### src/rtl/cw_pkg.sv
`default_nettype none
`timescale 1ns/1ps
// ============================================================================
// Module   : cw_pkg
// Purpose  : Shared packet layout, error indices and state encoding for the
//            chaffing (cw) and winnowing (cw_winnow) stages.
// Revision : 1.0 - initial release
// ============================================================================
package cw_pkg;

    // Counter field occupies the least significant bits of a packet.
    localparam int CTR_LSB = 0;

    // Error flag positions inside msg_err.
    localparam int TAG_ERR = 0;
    localparam int CTR_ERR = 1;
    localparam int SEQ_ERR = 2;
    localparam int ERR_W   = 3;

    // Two-state receive controller.
    typedef enum logic [0:0] {
        COLLECT = 1'b0,
        OUTPUT  = 1'b1
    } state_t;

    // Packet width: {bit, tag, ctr}.
    function automatic int pkt_width(input int ctrsize, input int tagsize);
        return ctrsize + tagsize + 1;
    endfunction

    // Lowest bit of the tag field.
    function automatic int tag_lsb(input int ctrsize);
        return CTR_LSB + ctrsize;
    endfunction

    // Position of the payload bit (packet MSB).
    function automatic int bit_pos(input int ctrsize, input int tagsize);
        return CTR_LSB + ctrsize + tagsize;
    endfunction

endpackage
`default_nettype wire

### src/rtl/cw_pair_select.sv
`default_nettype none
`timescale 1ns/1ps
// ============================================================================
// Module   : cw_pair_select
// Purpose  : Picks the genuine bit out of a chaffed pair. The even packet is
//            presented already reduced to its bit and tag-match flag; the odd
//            packet is compared here against the expected tag.
// Revision : 1.0 - initial release
// ============================================================================
module cw_pair_select #(
    parameter int TAGSIZE = 16
) (
    input  logic               i_even_bit,
    input  logic               i_even_match,
    input  logic               i_odd_bit,
    input  logic [TAGSIZE-1:0] i_odd_tag,
    input  logic [TAGSIZE-1:0] i_exp_tag,
    output logic               o_sel_bit,
    output logic               o_ambig
);

    logic w_odd_match;

    assign w_odd_match = (i_odd_tag == i_exp_tag);

    // Zero or two matches cannot identify the genuine packet.
    assign o_ambig   = (i_even_match == w_odd_match);
    assign o_sel_bit = o_ambig ? 1'b0 : (i_even_match ? i_even_bit : i_odd_bit);

endmodule
`default_nettype wire

### src/rtl/cw_winnow.sv
`default_nettype none
`timescale 1ns/1ps
// ============================================================================
// Module   : cw_winnow
// Purpose  : Receive-side winnowing. Rebuilds a CWBITS message from the
//            chaffed {bit, tag, ctr} packet stream, checks counter
//            consistency and freshness, and presents the result on a
//            valid/ready interface.
// Revision : 1.0 - initial release
// ============================================================================
module cw_winnow
    import cw_pkg::*;
#(
    parameter int CWBITS    = 32,
    parameter int CTRSIZE   = 16,
    parameter int TAGSIZE   = 16,
    parameter int CACHESIZE = 64
) (
    input  logic                                  clk,
    input  logic                                  rst,
    input  logic [CACHESIZE*TAGSIZE-1:0]          maccache,
    input  logic                                  pkt_valid,
    output logic                                  pkt_ready,
    input  logic                                  pkt_sof,
    input  logic [pkt_width(CTRSIZE,TAGSIZE)-1:0] pkt_data,
    output logic                                  msg_valid,
    input  logic                                  msg_ready,
    output logic [CWBITS-1:0]                     msg_out,
    output logic [CTRSIZE-1:0]                    msg_ctr,
    output logic [ERR_W-1:0]                      msg_err,
    output logic [7:0]                            resync_cnt
);

    localparam int c_BIT_POS  = bit_pos(CTRSIZE, TAGSIZE);
    localparam int c_TAG_LSB  = tag_lsb(CTRSIZE);
    localparam int c_IDX_W    = $clog2(2 * CWBITS);
    localparam int c_J_W      = $clog2(CACHESIZE);
    localparam logic [c_IDX_W-1:0] c_LAST_IDX = c_IDX_W'(2 * CWBITS - 1);

    generate
        if (CWBITS % 2 != 0) begin : g_bad_cwbits
            $error("cw_winnow: CWBITS must be even");
        end
        if (CACHESIZE < CWBITS) begin : g_bad_cache
            $error("cw_winnow: CACHESIZE must be >= CWBITS");
        end
    endgenerate

    state_t                r_state;
    state_t                w_state_nxt;
    logic [c_IDX_W-1:0]    r_pkt_idx;
    logic                  r_even_bit;
    logic                  r_even_match;
    logic [CTRSIZE-1:0]    r_frame_ctr;
    logic [CTRSIZE-1:0]    r_last_ctr;
    logic                  r_have_last;
    logic [CWBITS-1:0]     r_msg;
    logic                  r_tag_err;
    logic                  r_ctr_err;
    logic                  r_seq_err;
    logic [7:0]            r_resync_cnt;

    logic [TAGSIZE-1:0]    w_cache [CACHESIZE];
    logic                  w_collect;
    logic                  w_accept;
    logic                  w_bit;
    logic [TAGSIZE-1:0]    w_tag;
    logic [CTRSIZE-1:0]    w_ctr;
    logic [c_IDX_W-1:0]    w_idx;
    logic [c_IDX_W-2:0]    w_pair;
    logic [TAGSIZE-1:0]    w_exp_tag;
    logic                  w_sel_bit;
    logic                  w_ambig;
    logic                  w_ctr_mis;
    logic                  w_last;
    logic                  w_seq_err;
    logic                  w_frame_clean;

    for (genvar gi = 0; gi < CACHESIZE; gi++) begin : g_cache
        assign w_cache[gi] = maccache[gi*TAGSIZE +: TAGSIZE];
    end

    assign w_bit     = pkt_data[c_BIT_POS];
    assign w_tag     = pkt_data[c_TAG_LSB +: TAGSIZE];
    assign w_ctr     = pkt_data[CTR_LSB +: CTRSIZE];

    // A start-of-frame packet is always treated as index 0, whatever came before.
    assign w_idx     = pkt_sof ? '0 : r_pkt_idx;
    assign w_pair    = w_idx[c_IDX_W-1:1];
    assign w_exp_tag = w_cache[c_J_W'(w_pair)];

    assign w_collect = (r_state == COLLECT);
    assign w_accept  = pkt_valid && w_collect;
    assign w_ctr_mis = (w_ctr != r_frame_ctr);
    assign w_last    = w_accept && !pkt_sof && (r_pkt_idx == c_LAST_IDX);

    // Freshness: frame counter must be exactly one past the last clean frame.
    assign w_seq_err     = r_have_last && (r_frame_ctr != (r_last_ctr + CTRSIZE'(1)));
    assign w_frame_clean = !(r_tag_err || w_ambig) && !(r_ctr_err || w_ctr_mis);

    cw_pair_select #(
        .TAGSIZE     (TAGSIZE)
    ) u_pair_select (
        .i_even_bit  (r_even_bit),
        .i_even_match(r_even_match),
        .i_odd_bit   (w_bit),
        .i_odd_tag   (w_tag),
        .i_exp_tag   (w_exp_tag),
        .o_sel_bit   (w_sel_bit),
        .o_ambig     (w_ambig)
    );

    // State register.
    always_ff @(posedge clk) begin
        if (rst) begin
            r_state <= COLLECT;
        end else begin
            r_state <= w_state_nxt;
        end
    end

    // Next-state and handshake outputs.
    always_comb begin
        w_state_nxt = r_state;
        pkt_ready   = 1'b0;
        msg_valid   = 1'b0;
        case (r_state)
            COLLECT: begin
                pkt_ready = 1'b1;
                if (w_last) begin
                    w_state_nxt = OUTPUT;
                end
            end
            OUTPUT: begin
                msg_valid = 1'b1;
                if (msg_ready) begin
                    w_state_nxt = COLLECT;
                end
            end
            default: w_state_nxt = COLLECT;
        endcase
    end

    // Packet collection, pair decoding, error tracking and frame bookkeeping.
    always_ff @(posedge clk) begin
        if (rst) begin
            r_pkt_idx    <= '0;
            r_even_bit   <= 1'b0;
            r_even_match <= 1'b0;
            r_frame_ctr  <= '0;
            r_last_ctr   <= '0;
            r_have_last  <= 1'b0;
            r_msg        <= '0;
            r_tag_err    <= 1'b0;
            r_ctr_err    <= 1'b0;
            r_seq_err    <= 1'b0;
            r_resync_cnt <= '0;
        end else if (!w_collect) begin
            if (msg_ready) begin
                r_pkt_idx <= '0;
                r_tag_err <= 1'b0;
                r_ctr_err <= 1'b0;
                r_seq_err <= 1'b0;
            end
        end else if (w_accept) begin
            if (pkt_sof) begin
                if ((r_pkt_idx != '0) && (r_resync_cnt != 8'hFF)) begin
                    r_resync_cnt <= r_resync_cnt + 8'd1;
                end
                r_frame_ctr  <= w_ctr;
                r_even_bit   <= w_bit;
                r_even_match <= (w_tag == w_exp_tag);
                r_tag_err    <= 1'b0;
                r_ctr_err    <= 1'b0;
                r_seq_err    <= 1'b0;
                r_pkt_idx    <= c_IDX_W'(1);
            end else if (r_pkt_idx != '0) begin
                if (w_ctr_mis) begin
                    r_ctr_err <= 1'b1;
                end
                if (!r_pkt_idx[0]) begin
                    r_even_bit   <= w_bit;
                    r_even_match <= (w_tag == w_exp_tag);
                    r_pkt_idx    <= r_pkt_idx + c_IDX_W'(1);
                end else begin
                    r_msg[w_pair] <= w_sel_bit;
                    if (w_ambig) begin
                        r_tag_err <= 1'b1;
                    end
                    if (r_pkt_idx == c_LAST_IDX) begin
                        r_seq_err <= w_seq_err;
                        if (w_frame_clean) begin
                            r_last_ctr  <= r_frame_ctr;
                            r_have_last <= 1'b1;
                        end
                    end else begin
                        r_pkt_idx <= r_pkt_idx + c_IDX_W'(1);
                    end
                end
            end
        end
    end

    assign msg_out          = r_msg;
    assign msg_ctr          = r_frame_ctr;
    assign msg_err[TAG_ERR] = r_tag_err;
    assign msg_err[CTR_ERR] = r_ctr_err;
    assign msg_err[SEQ_ERR] = r_seq_err;
    assign resync_cnt       = r_resync_cnt;

endmodule
`default_nettype wire

### config.mk
export PLATFORM = sky130hd
export DESIGN_NAME = cw_winnow
export DESIGN_NICKNAME = d
export VERILOG_FILES = /design/src/rtl/cw_pkg.sv /design/src/rtl/cw_pair_select.sv /design/src/rtl/cw_winnow.sv
export SDC_FILE = /design/constraint.sdc
export NUM_CORES = 1
export LEC_CHECK = 0
export ABC_AREA = 1
export CAP_MARGIN = 20
export CELL_PAD_IN_SITES_DETAIL_PLACEMENT = 0
export CELL_PAD_IN_SITES_GLOBAL_PLACEMENT = 1
export CORE_AREA = 2 2 438 440
export CTS_BUF_LIST = sky130_fd_sc_hd__clkbuf_4 sky130_fd_sc_hd__clkbuf_8
export DETAILED_ROUTE_END_ITERATION = 6
export DIE_AREA = 0 0 440 442
export PLACE_DENSITY_LB_ADDON = 0.1
export SYNTH_ARGS = -nofsm -noshare
export SYNTH_HDL_FRONTEND = slang
export SYNTH_HIERARCHICAL = 1
export SYNTH_SLANG_ARGS = --single-unit
### constraint.sdc
create_clock -name clk -period 5.3 [get_ports clk]
set_clock_uncertainty 0.2 [all_clocks]
set_input_delay 1.06 -clock clk [delete_from_list [all_inputs] [get_ports clk]]
set_output_delay 1.06 -clock clk [all_outputs]
set_load 0.03 [all_outputs]
; ---- After elaboration in Yosys (flattened, before gate mapping)
; Cells that the tools add are included.
[totals]
register_bits = 85
inputBits = 1062
out_inout_bits = 61
elab_cells = 106
[op_classes]
n_addsub = 3
n_lt_le_gt_ge = 3
eq_ne = 9
muxes = 45
n_bitwise = 3
n_reduce_logical = 30
[op_table]
columns = cell, count
row1 = binary-select mux 16 bit (select 6 bit), 1
row2 = 2-to-1 mux 6 bit, 8
row3 = bitwise mux 32 bit, 1
row4 = 2-to-1 mux 16 bit, 2
row5 = inequality test 16 bit, 2
row6 = 2-to-1 mux 1 bit, 31
row7 = adder 16 x 1 -> 16 bit (second input constant), 1
row8 = equality test 16 bit, 1
row9 = AND reduction 4 bit, 4
row10 = AND reduction 5 bit, 3
row11 = nonzero test 3 bit, 5
row12 = adder 8 x 1 -> 8 bit (second input constant), 1
row13 = inequality test 8 bit (second input constant), 1
row14 = greater-or-equal comparator 7 bit (second input constant), 1
row15 = logical AND 1 bit, 7
row16 = NOT 5 -> 7 bit, 1
row17 = AND reduction 7 bit, 1
row18 = adder 6 x 1 -> 6 bit (second input constant), 1
row19 = equality test 6 bit (second input constant), 1
row20 = < comparator 5 x 6 -> 1 bit (second input constant), 1
row21 = AND reduction 3 bit, 2
row22 = nonzero test 6 bit, 1
row23 = demux 1 bit (select 5 bit), 1
row24 = greater-or-equal comparator 5 x 1 -> 1 bit (second input constant), 1
row25 = other kinds (8), 14

; ---- Logic depth before layout (Yosys ltp)
; Gate-level depths: netlist (run 1).
[logic_depth]
ltp_word = 13
depth_mapped = 30
depth_no_buf = 25

; ---- Hierarchy
; Netlist (run 1), hierarchy kept.
[modules_own_cells]
columns = mod, n_inst, cells_per_inst, area_per_inst_um2, seq_area_each_um2
row1 = cw_winnow, 1, 2201, 10675.2, 1701.6
row2 = cw_pair_select, 1, 97, 381.6, 0.0

; ---- Worst setup path after synthesis (run 1)
; Ideal clock, no wire load.
[synth_timing]
path_type = in2reg
from = in pkt_sof
to = reg r_last_ctr[13]
arrival_ps = 3769
required_ps = 4972
slack_ps = 1203
cell_stages = 24
path_buffers = 4
path_cell_list = buf_6 nor2_4 nand2_1 clkbuf_1 or2_2 nand4_1 nand3_1 nand3_1 nand2_1 nand2_1 nand2_1 nor2_1 nand2_1 nor2_2 nand2_1 nand2_1 nand2_2 nor2_1 nand3_1 or3_1 clkbuf_1 clkbuf_1 o21ai_0 a21oi_1
[synth_via]
elab_chain_len = 11
elab_cells_between_ends = 12
cone_classes = eq/ne: 2 / mux: 4 / bitwise: 2 / reduce/logical: 4
[synth_rtl]
columns = item, line_no
row1 = from (decl), cw_winnow.sv:24  ; input logic pkt_sof,
row2 = 2-to-1 mux 6 bit, cw_winnow.sv:88  ; assign w_idx = pkt_sof ? '0 : r_pkt_idx;
row3 = NOT 5 -> 7 bit (not written as such), cw_winnow.sv:90  ; assign w_exp_tag = w_cache[c_J_W'(w_pair)];
row4 = binary-select mux 16 bit (select 6 bit), cw_winnow.sv:90
row5 = 2-to-1 mux 16 bit (not written as such) (2 in series), cw_winnow.sv:90
row6 = net w_exp_tag[0], cw_winnow.sv:71  ; logic [TAGSIZE-1:0] w_exp_tag;
row7 = equality test 16 bit, cw_pair_select.sv:24  ; assign w_odd_match = (i_odd_tag == i_exp_tag);
row8 = equality test 1 bit, cw_pair_select.sv:27  ; assign o_ambig = (i_even_match == w_odd_match);
row9 = net w_ambig, cw_winnow.sv:73  ; logic w_ambig;
row10 = logical OR 1 bit, cw_winnow.sv:99  ; assign w_frame_clean = !(r_tag_err || w_ambig) && !(r_ctr_err || w_ctr_mis);
row11 = zero test 1 bit, cw_winnow.sv:99
row12 = logical AND 1 bit, cw_winnow.sv:99
row13 = AND reduction 7 bit (no source line), n/a
row14 = to (signal assigned), cw_winnow.sv:193  ; r_last_ctr <= r_frame_ctr;
row15 = to (decl), cw_winnow.sv:55  ; logic [CTRSIZE-1:0] r_last_ctr;
; The timed path passes the listed nets, and every way through them passes these cells. The select of a mux whose other input is x is not followed.
; A chain may end at the register's enable or synchronous reset.

; ---- Worst setup path in the final report (run 1)
[layout_timing]
from = in pkt_sof
to = reg r_last_ctr[15]
; The elaborated chain is that of the path after synthesis.

==> results of run 1 <==
[synth_stat cells (7+ instances only)]
master	number	share of area, %
xnor2_1	23	1.8
nand3b_1	11	0.75
dfxtp_1	85	15
buf_2	59	2.7
buf_4	8	0.54
buf_1	7	0.24
clkbuf_1	36	1.2
nor3_1	52	2.4
nand3_1	109	4.9
xor2_1	10	0.79
inv_1	397	13
nor2_1	265	9.0
a21oi_1	78	3.5
o21ai_0	169	7.6
nand4_1	11	0.62
nand2_1	927	31
[power by group through the flow]
stage                     logic [W]  clock network, W  registers [W]
after CTS                  0.000944          0.000537       0.000672
final                      0.000917          0.000491       0.000672
after detailed placement   0.000937                 0       0.000687
after global routing        0.00103          0.000558       0.000676
after floorplan            0.000297                 0       0.000693
after global placement     0.000942                 0       0.000687
[critical path: cells and delay by family]
| family | cells | cell delay [ns] |
|---|---|---|
| and+or+nand+nor | 20 | 2.27 |
| buffers and inverters | 9 | 1.21 |
| AOI/OAI and AO/OA | 2 | 0.24 |
[final timing paths]
| kind | from | endpoint | slack (ns) | cells past startpoint |
|---|---|---|---|---|
| setup / recovery | pkt_sof | r_last_ctr[15]$_SDFFE_PP0P_ | 0.60 | 31 |
| hold / removal | r_have_last$_SDFFE_PP0P_ | r_have_last$_SDFFE_PP0P_ | 0.27 | 2 |
| setup reg to reg | r_pkt_idx[1]$_SDFFE_PP0P_ | r_last_ctr[15]$_SDFFE_PP0P_ | 1.05 | 29 |
| hold reg to reg | r_have_last$_SDFFE_PP0P_ | r_have_last$_SDFFE_PP0P_ | 0.27 | 2 |
[what timing repair did]
item,4_1_cts,5_1_grt
setup buffers,0,5
pin swaps,1,1
setup endpoints to repair,17,17
endpoints found under the hold margin,0,0
cloned,0,3
resized for setup,6,17
[cell families (layout without fill, tap and decap cells)]
family                   after synthesis  count (layout)  synth area share [%]
AND/OR/NAND/NOR                     1403            1404                  51.1
buffers and inverters                514            1248                  18.5
AO/OA/AOI/OAI                        258             258                  11.9
flip-flops                            85              85                  15.4
XOR/XNOR                              33              33                  2.61
adder cells (fa/ha/maj)                4               4                 0.453
multiplexers                           1               1                0.0905
other                                  0              15                     0
[routing by layer]
layer  track usage (%)  wire (um)
met4              1.04        929
met5                 0        132
met1              11.4      41400
met3              1.41       3690
met2              20.9      58200
[flip-flops by register name, indices dropped and copies added (netlist names)]
signal and cells:
msg_ctr 16, msg_out 32, r_ctr_err 1, r_even_bit 1, r_even_match 1, r_have_last 1, r_last_ctr 16, r_pkt_idx 6
r_seq_err 1, r_state 1, r_tag_err 1, resync_cnt 8
[cell type report]
class | instances | area (um2) | area share (%)
diodes | 15 | 37.5 | 0.168
clock buffers | 10 | 138 | 0.618
clock inverters | 6 | 45.0 | 0.202
inverters | 403 | 1520 | 6.81
multi-input cells | 1700 | 7420 | 33.3
flip-flops and latches | 85 | 1700 | 7.64
well taps | 2511 | 3140 | 14.1
repair buffers | 829 | 8280 | 37.2
[stage by stage]
stage	util, %	total power (W)	setup TNS (ns)	setup slack (ns)	cell area, um2
after floorplan	-	0.000990	0	1.20	11100
after global placement	11.5	0.00163	-21.58	-0.722	21900
after detailed placement	11.5	0.00162	-21.13	-0.712	21900
after CTS	11.6	0.00215	0	0.00578	22100
after global routing	11.7	0.00226	0	0.192	22300
final	11.8	0.00208	0	0.605	22300
[cell usage in the layout, fill, tap and decap left out, types with 5 or more instances in the layout]
master           netlist  routed
xnor2_1               23      23
clkdlybuf4s50_1        0     608
o21ai_0              169     165
nand3_1              109     108
diode_2                0      15
a21oi_1               78      78
or2_2                  6       6
clkbuf_8               0      10
nand4_1               11      11
nor3_1                52      52
buf_12                 0      37
o211ai_1               5       5
xor2_1                10      10
nor4_1                 5       5
nor2_4                 2      10
nand3b_1              11      11
dfxtp_1               85      84
o21ai_1                2       6
nand2_1              927     924
nor2_2                 6      10
buf_4                  8     176
nor2_1               265     253
inv_1                397     396
nand2_2                3       5
==> summary.txt, run 1 <==
Pwr
  – Pint: about 0.0014 W
  – Worst VDD drop: between 0.1 and 0.15 mV
  – Sw Ratio: 34.2%
  – Power Dens Cells: approximately 93 mW/mm2
  – Sequential share of power: 32.3%
  – Logic pwr share: about 44%
  – Clock power frac: approximately a quarter
  – Lkg Pwr: slightly above 10 nW
  – Psw: 0.000711 W

Drt
  – Final wirelength: 104,000 um
  – Detailed-route DRC error count: 0
  – Vias per Instance: ~2.9
  – Total iterations of the first detailed-routing run: 5
  – Post-route ant nets: 0
  – DRT iter0 DRCs: 555
  – Mean routed wirelength per cell: around 19 um
  – Vias: roughly 16,000

Min path
  – Hold Path Class: reg2reg

Timing
  – Max Slew Vio Count: 0
  – Final setup viols: 0
  – RSZ-0062 raised after global routing: no
  – Final cycle utilization of the critical path: between 80% and 90%
  – Max transition margin: 59.5%
  – Max Fclk: between 200 and 250 MHz
  – Actual slew at the worst max-slew pin: around 0.6 ns
  – Final Hold Viols: 0
  – Final hold slack: 0.268 ns
  – Min Tclk post-route: 4.70 ns

Floorplanning
  – IO Pins: about 1,100
  – Height of the die: 442 um
  – Die area: just under 0.2 mm2
  – Core outline area: 0.190 mm2
  – Row Count: 160
  – Die X: approximately 440 um
  – Initial core utilization: under 10%

Yosys
  – Syn_area_per_cell: 4.81 um2
  – Synth async-reset ratio: 0%
  – Mapped Cells: between 2,000 and 2,500
  – Number of flops mapped to enable cells by yosys: 0
  – Synthesized net count: roughly 3,400
  – Synthesized area: 0.0111 mm2
  – Synth unique cells: 36
  – Most common flop cell mapped by yosys: dfxtp_1
  – Register area share after synthesis: approximately 15%
  – FF+latch count, synth: 85
  – Synth warn: 6

Clock network
  – Clock-pin slew on the worst setup and hold paths: around 0.1 ns
  – Number of CTS-inserted buffers: 9
  – Sink Count: 85
  – Hold buffers post-CTS: 0
  – Bufs on Longest Clock Path: 2
  – CTS tree: built
  – Clk_lat worst skew: between 0.4 and 0.5 ns
  – CTS H-tree lvls: 3
  – Root Driver: clkbuf_8

Global routing
  – Largest net degree at the start of global routing: between 40 and 50
  – Initial antenna violation count: 46
  – First-pass GRT wire length: between 100,000 and 150,000 um
  – GRT Total Usage: between 10 and 15%
  – GR Overflow Total: 0
  – Vias in the first global route: approximately 17,000

Layout
  – Fillcell total: around 22,000
  – Non-filler cells, final: approximately 5,600
  – Layout net count: between 4,000 and 5,000
  – Layout Area Growth over Synthesis: 102%
  – Layout cell share with drive strength beyond 1: around 9.2%

Worst setup path
  – CP endpoint kind: flip-flop
  – Startpoint Class: primary input
  – Worst path slowest cell: or3_1
  – Crit path kind: in2reg
  – CP arrival: ~4.8 ns
  – Crit path largest cell delay: ~0.42 ns
  – Most used cell, CP: nand2_1
  – CP required: approximately 5.4 ns
  – Worst Path Max Fanout: 33

Place
  – GP Congestion: approximately 0.75
  – DP HPWL: 90,300 um
  – Port Buffer Count: 610
  – DP Cell Count: ~5,500

Run status
  – Outcome: finished, final reports clean

Flow run
  – Maximum capacitance violations: 0
(Power assumes the default switching activity.)
==> inputs of run 2 (changes only) <==
Settings changed: CORE_AREA 2 2 438 440 to 2 2 441 443, DIE_AREA 0 0 440 442 to 0 0 443 445, DONT_BUFFER_PORTS set to 1.
==> run 2 against run 1 <==
Setup slack better by 0.0027 ns. Die area is 1.4% higher. Critical endpoint is now r_last_ctr[2]$_SDFFE_PP0P_. Core utilization is 3.8 points lower. Total power is 20% lower. Global-route usage is 1.4 points lower. Flip-flop and latch count stayed put. Non-clock buffer count is 704 lower. Critical path type unchanged. Sequential power is 3.3% higher.
==> summary.txt, run 2 (synthesis results as in run 1) <==
Drt
  – Mean routed wirelength per cell: 18.7 um
  – Post-route ant nets: 0
  – Total iterations of the first detailed-routing run: 5
  – DRT iter0 DRCs: ~540
  – Final wirelength: about 91,000 um
  – Detailed-route DRC error count: 0
  – Vias: 13,400
  – Vias per Instance: roughly 2.8

Clock network
  – Bufs on Longest Clock Path: 2
  – CTS resizes: 0
  – Sink Count: 85
  – Root Driver: clkbuf_8
  – CTS H-tree lvls: 3
  – Clk_lat worst skew: 0.42 ns
  – Post-CTS setup buffer count: 0
  – Number of CTS-inserted buffers: 9
  – Hold buffers post-CTS: 0
  – Clock-pin slew on the worst setup and hold paths: around 0.1 ns
  – CTS tree: built

Layout
  – Most frequent cells in the layout: nand2_1, inv_1, nor2_1, o21ai_0, nand3_1
  – Layout net count: around 3,400
  – Most common cell after layout, fill and taps aside: nand2_1
  – Number of flip-flops under the largest register name: 32
  – Non-filler cells, final: approximately 5,000
  – Fillcell total: 23,000
  – Design area: around 0.015 mm2
  – Final Core Density: approximately 8%
  – Multi-input logic area: roughly 0.0074 mm2
  – Layout cell share with drive strength beyond 1: ~7.4%
  – FF/Latch Area: roughly 0.0017 mm2
  – Layout Area Growth over Synthesis: 37.5%

Min path
  – Hold Path Class: reg2reg
  – Hold Path End: r_have_last$_SDFFE_PP0P_
  – Hold_sp: r_have_last$_SDFFE_PP0P_
  – Depth of the worst hold-timing path: 2

Floorplanning
  – Die area: 0.197 mm2
  – IO Pins: between 1,000 and 1,500
  – Core outline area: between 0.15 and 0.2 mm2
  – Row Count: 161
  – Height of the die: 445 um
  – Die X: 443 um
  – Initial core utilization: ~5.8%

Global routing
  – Initial antenna violation count: 29
  – GR Overflow Total: 0
  – Largest net degree at the start of global routing: between 60 and 70
  – First-pass GRT wire length: 121,000 um
  – Vias in the first global route: ~14,000
  – GRT Total Usage: ~8.9%

Timing
  – RSZ-0062 raised after global routing: no
  – Max Slew Vio Count: 0
  – Max transition margin: approximately two fifths
  – Actual slew at the worst max-slew pin: 0.892 ns
  – Max Fclk: ~210 MHz
  – Min Tclk post-route: between 4 and 5 ns
  – Final Hold Viols: 0
  – Final setup viols: 0
  – Final cycle utilization of the critical path: between 80% and 90%

Pwr
  – Power Dens Cells: 109 mW/mm2
  – Lkg Pwr: about 7.3 nW
  – Worst VDD drop: roughly 0.079 mV

Worst setup path
  – CP endpoint kind: flip-flop
  – CP startpoint: pkt_sof
  – Worst r2r src: r_pkt_idx[3]$_SDFFE_PP0P_
  – Worst Path Max Fanout: 38
  – Most used cell, CP: nand2_1
  – Crit path largest cell delay: between 0.4 and 0.5 ns
  – CP arrival: roughly 4.8 ns
  – Startpoint Class: primary input
  – Crit path kind: in2reg
  – Critical R2R Capture: r_last_ctr[2]$_SDFFE_PP0P_
  – Reg2reg setup slack: roughly 0.62 ns
  – Worst reg2reg path depth: 26
  – Worst path slowest cell: or3_1
  – CP required: between 5 and 6 ns

Place
  – DP HPWL: approximately 77,000 um
  – GP Congestion: about 0.74
  – DP Cell Count: 4,838
  – Area after DPL: 0.0150 mm2
  – Port Buffer Count: 0

Flow run
  – Maximum capacitance violations: 0

Run status
  – Outcome: finished, final reports clean
==> run 2: where the power goes <==
part | switching [W] | internal [W]
sequential | 0.0000439 | 0.000650
combinational | 0.000278 | 0.000169
clock | 0.000304 | 0.000219
total | 0.000626 | 0.00104
==> run 2: worst max path at each step <==
| stage | end | slack (ns) | cells after the start |
|---|---|---|---|
| after floorplan | r_last_ctr[13]$_SDFFE_PP0P_ | 1.20 | 24 |
| after global routing | r_last_ctr[8]$_SDFFE_PP0P_ | 0.03 | 26 |
| after global placement | r_last_ctr[2]$_SDFFE_PP0P_ | -0.02 | 29 |
| after CTS | r_last_ctr[2]$_SDFFE_PP0P_ | 0.34 | 26 |
| after detailed placement | r_last_ctr[2]$_SDFFE_PP0P_ | -0.02 | 29 |
| final | r_last_ctr[2]$_SDFFE_PP0P_ | 0.61 | 29 |
==> run 2: layer usage <==
metal | up-vias | GRT usage, % | routed length (um)
met1 | 6088 | 9.39 | 34200
met2 | 265 | 18.2 | 51700
met4 | 14 | 0.973 | 738
met5 | - | 0 | 103
met3 | 62 | 2.03 | 4310
li1 | 6951 | - | -
==> run 2: cell type report <==
type / instances / area share (%)
timing repair buffer: 125 / 8.23
multi-input combinational: 1699 / 48.5
clock inverter: 4 / 0.337
clock buffer: 10 / 0.864
inverter: 403 / 9.95
tap: 2526 / 20.8
antenna: 5 / 0.0823
sequential: 85 / 11.2
==> run 2: per-stage QoR <==
step	TNS [ns]	total power, W	setup slack (ns)	hold WS (ns)
finish	0	0.00166	0.607	0.267
global route	0	0.00182	0.0273	0.284
CTS	0	0.00175	0.335	0.266
detailed placement	-0.0179	0.00119	-0.0179	0.249
global placement	-0.0422	0.00119	-0.0210	0.253
floorplan	0	0.000990	1.20	0.236
==> run 2: worst max-delay path, delay by kind of cell <==
kind | cells | cell delay (ns)
AND/OR/NAND/NOR | 18 | 1.89
buffers and inverters | 8 | 1.13
AO/OA/AOI/OAI | 3 | 0.63
==> inputs of run 3 (changes only) <==
Settings changed: CAP_MARGIN 20 to 40.
==> run 3 against run 2 <==
Global-route usage is essentially flat. Worst hold slack gained 0.0048 ns. Maximum frequency grew 0.54%. Highest routed layer unchanged. Critical path depth grew 1. Wire length grew 0.22%. Core utilization is essentially flat. Sequential share of layout area shrank 0.056 points. Non-clock buffer count grew 2. First-iteration DRC count grew 12%.
==> summary.txt, run 3 (synthesis results as in run 1) <==
Clock network
  – Clock-pin slew on the worst setup and hold paths: 0.11 ns
  – Root Driver: clkbuf_8
  – CTS H-tree lvls: 3
  – Sink Count: 85
  – Clk_lat worst skew: about 0.42 ns
  – Post-CTS setup buffer count: 0
  – Bufs on Longest Clock Path: 2
  – CTS resizes: 0
  – CTS tree: built
  – Hold buffers post-CTS: 0
  – Number of CTS-inserted buffers: 9

Drt
  – Final wirelength: 91,200 um
  – DRT iter0 DRCs: between 600 and 700
  – Met2 WL: 51,800 um
  – Highest routed layer: met5
  – Routed met3 length: around 4300 um
  – Vias per Instance: 2.75
  – Post-route ant nets: 0
  – Detailed-route DRC error count: 0
  – Total iterations of the first detailed-routing run: 5
  – Vias: around 13,000
  – Mean routed wirelength per cell: around 19 um
  – Metal1 wirelength: about 34,000 um

Worst setup path
  – CP endpoint kind: flip-flop
  – Startpoint Class: primary input
  – CP required: ~5.4 ns
  – Most used cell, CP: nand2_1
  – Worst r2r src: r_pkt_idx[1]$_SDFFE_PP0P_
  – Reg2reg setup slack: between 0.6 and 0.7 ns
  – Worst Path Max Fanout: 33
  – Crit path kind: in2reg
  – Worst reg2reg path depth: 29
  – Critical R2R Capture: r_last_ctr[2]$_SDFFE_PP0P_
  – Worst path slowest cell: or3_1
  – Crit path largest cell delay: roughly 0.42 ns
  – CP arrival: around 4.8 ns

Pwr
  – Final Power: between 0.0015 and 0.002 W
  – Lkg Pwr: between 7 and 8 nW
  – Power Dens Cells: about 110 mW/mm2
  – Worst VDD drop: 0.0872 mV

Timing
  – Max Slew Vio Count: 0
  – Actual slew at the worst max-slew pin: just under 0.6 ns
  – Final Hold Viols: 0
  – Final setup viols: 0
  – Final cycle utilization of the critical path: 88.1%
  – Final hold slack: 0.271 ns
  – Max transition margin: between 60% and 70%
  – RSZ-0062 raised after global routing: no
  – Max Fclk: roughly 210 MHz
  – Min Tclk post-route: about 4.7 ns
  – Final setup margin: between 0.6 and 0.7 ns

Global routing
  – Initial antenna violation count: 28
  – GR Overflow Total: 0
  – First-pass GRT wire length: 121,000 um
  – GRT Total Usage: under 10%
  – Vias in the first global route: roughly 14,000
  – Largest net degree at the start of global routing: 69

Place
  – Area after DPL: roughly 0.015 mm2
  – DP HPWL: slightly below 80,000 um
  – Post-Place Worst Slack: -0.0143 ns
  – GP Congestion: roughly 0.74
  – Port Buffer Count: 0

Flow run
  – Maximum capacitance violations: 0

Min path
  – Hold Path End: r_even_bit$_SDFFE_PP0P_
  – Hold Path Class: reg2reg
  – Hold_sp: r_even_bit$_SDFFE_PP0P_
  – Depth of the worst hold-timing path: 2

Run status
  – Outcome: finished, final reports clean

Floorplanning
  – IO Pins: 1,123
  – Die X: 443 um
  – Row Count: approximately 160
  – Height of the die: 445 um
  – Initial core utilization: 5.76%
  – Die area: about 0.20 mm2
  – Core outline area: 0.192 mm2

Layout
  – Layout Area Growth over Synthesis: 38.2%
  – Most frequent cells in the layout: nand2_1, inv_1, nor2_1, o21ai_0, nand3_1
  – Number of flip-flops under the largest register name: 32
  – Layout net count: 3,391
  – Design area: 0.0153 mm2
  – Most common cell after layout, fill and taps aside: nand2_1
  – Layout cell share with drive strength beyond 1: around 7.6%
## run 3: through the flow
step	setup TNS (ns)	util, %	instances
6_report	0	7.96	4860
2_1_floorplan	0	-	2298
3_3_place_gp	-0.0422	7.82	4838
5_1_grt	0	7.96	4857
4_1_cts	0	7.95	4856
3_5_place_dp	-0.0143	7.84	4840
## run 3: power by group
part	internal, W	switching, W	total (W)
Sequential	0.000650	0.0000434	0.000693
Combinational	0.000171	0.000279	0.000450
Clock	0.000252	0.000310	0.000563
## run 3: how the worst max path moves through the flow
| stage | startpoint | endpoint | slack, ns | cells past startpoint |
|---|---|---|---|---|
| floorplan | pkt_sof | r_last_ctr[13]$_SDFFE_PP0P_ | 1.20 | 24 |
| detailed placement | pkt_sof | r_last_ctr[2]$_SDFFE_PP0P_ | -0.01 | 29 |
| global placement | pkt_sof | r_last_ctr[2]$_SDFFE_PP0P_ | -0.02 | 29 |
| CTS | r_pkt_idx[1]$_SDFFE_PP0P_ | r_last_ctr[2]$_SDFFE_PP0P_ | 0.41 | 29 |
| global route | r_pkt_idx[1]$_SDFFE_PP0P_ | r_last_ctr[6]$_SDFFE_PP0P_ | 0.08 | 29 |
| finish | pkt_sof | r_last_ctr[2]$_SDFFE_PP0P_ | 0.63 | 30 |
## run 3: cell type report
class                           instances  area [um2]
Antenna cell                            4        10.0
Inverter                              403        1510
Clock buffer                           12         159
Fill cell                           23100      177000
Clock inverter                          4        55.1
Tap cell                             2526        3160
Sequential cell                        85        1700
Multi-Input combinational cell       1699        7380
Timing Repair Buffer                  127        1300
## run 3: layer usage
metal / track usage [%] / vias up
met1: 9.47 / 6077
met3: 2.00 / 59
met2: 18.2 / 271
li1: - / 6964
met4: 0.761 / 14
met5: 0 / -
## run 3: worst max-delay path: cells and delay by family
| family | cells | cell delay [ns] |
|---|---|---|
| buffers and inverters | 8 | 1.03 |
| and+or+nand+nor | 20 | 2.40 |
| AOI/OAI and AO/OA | 2 | 0.22 |
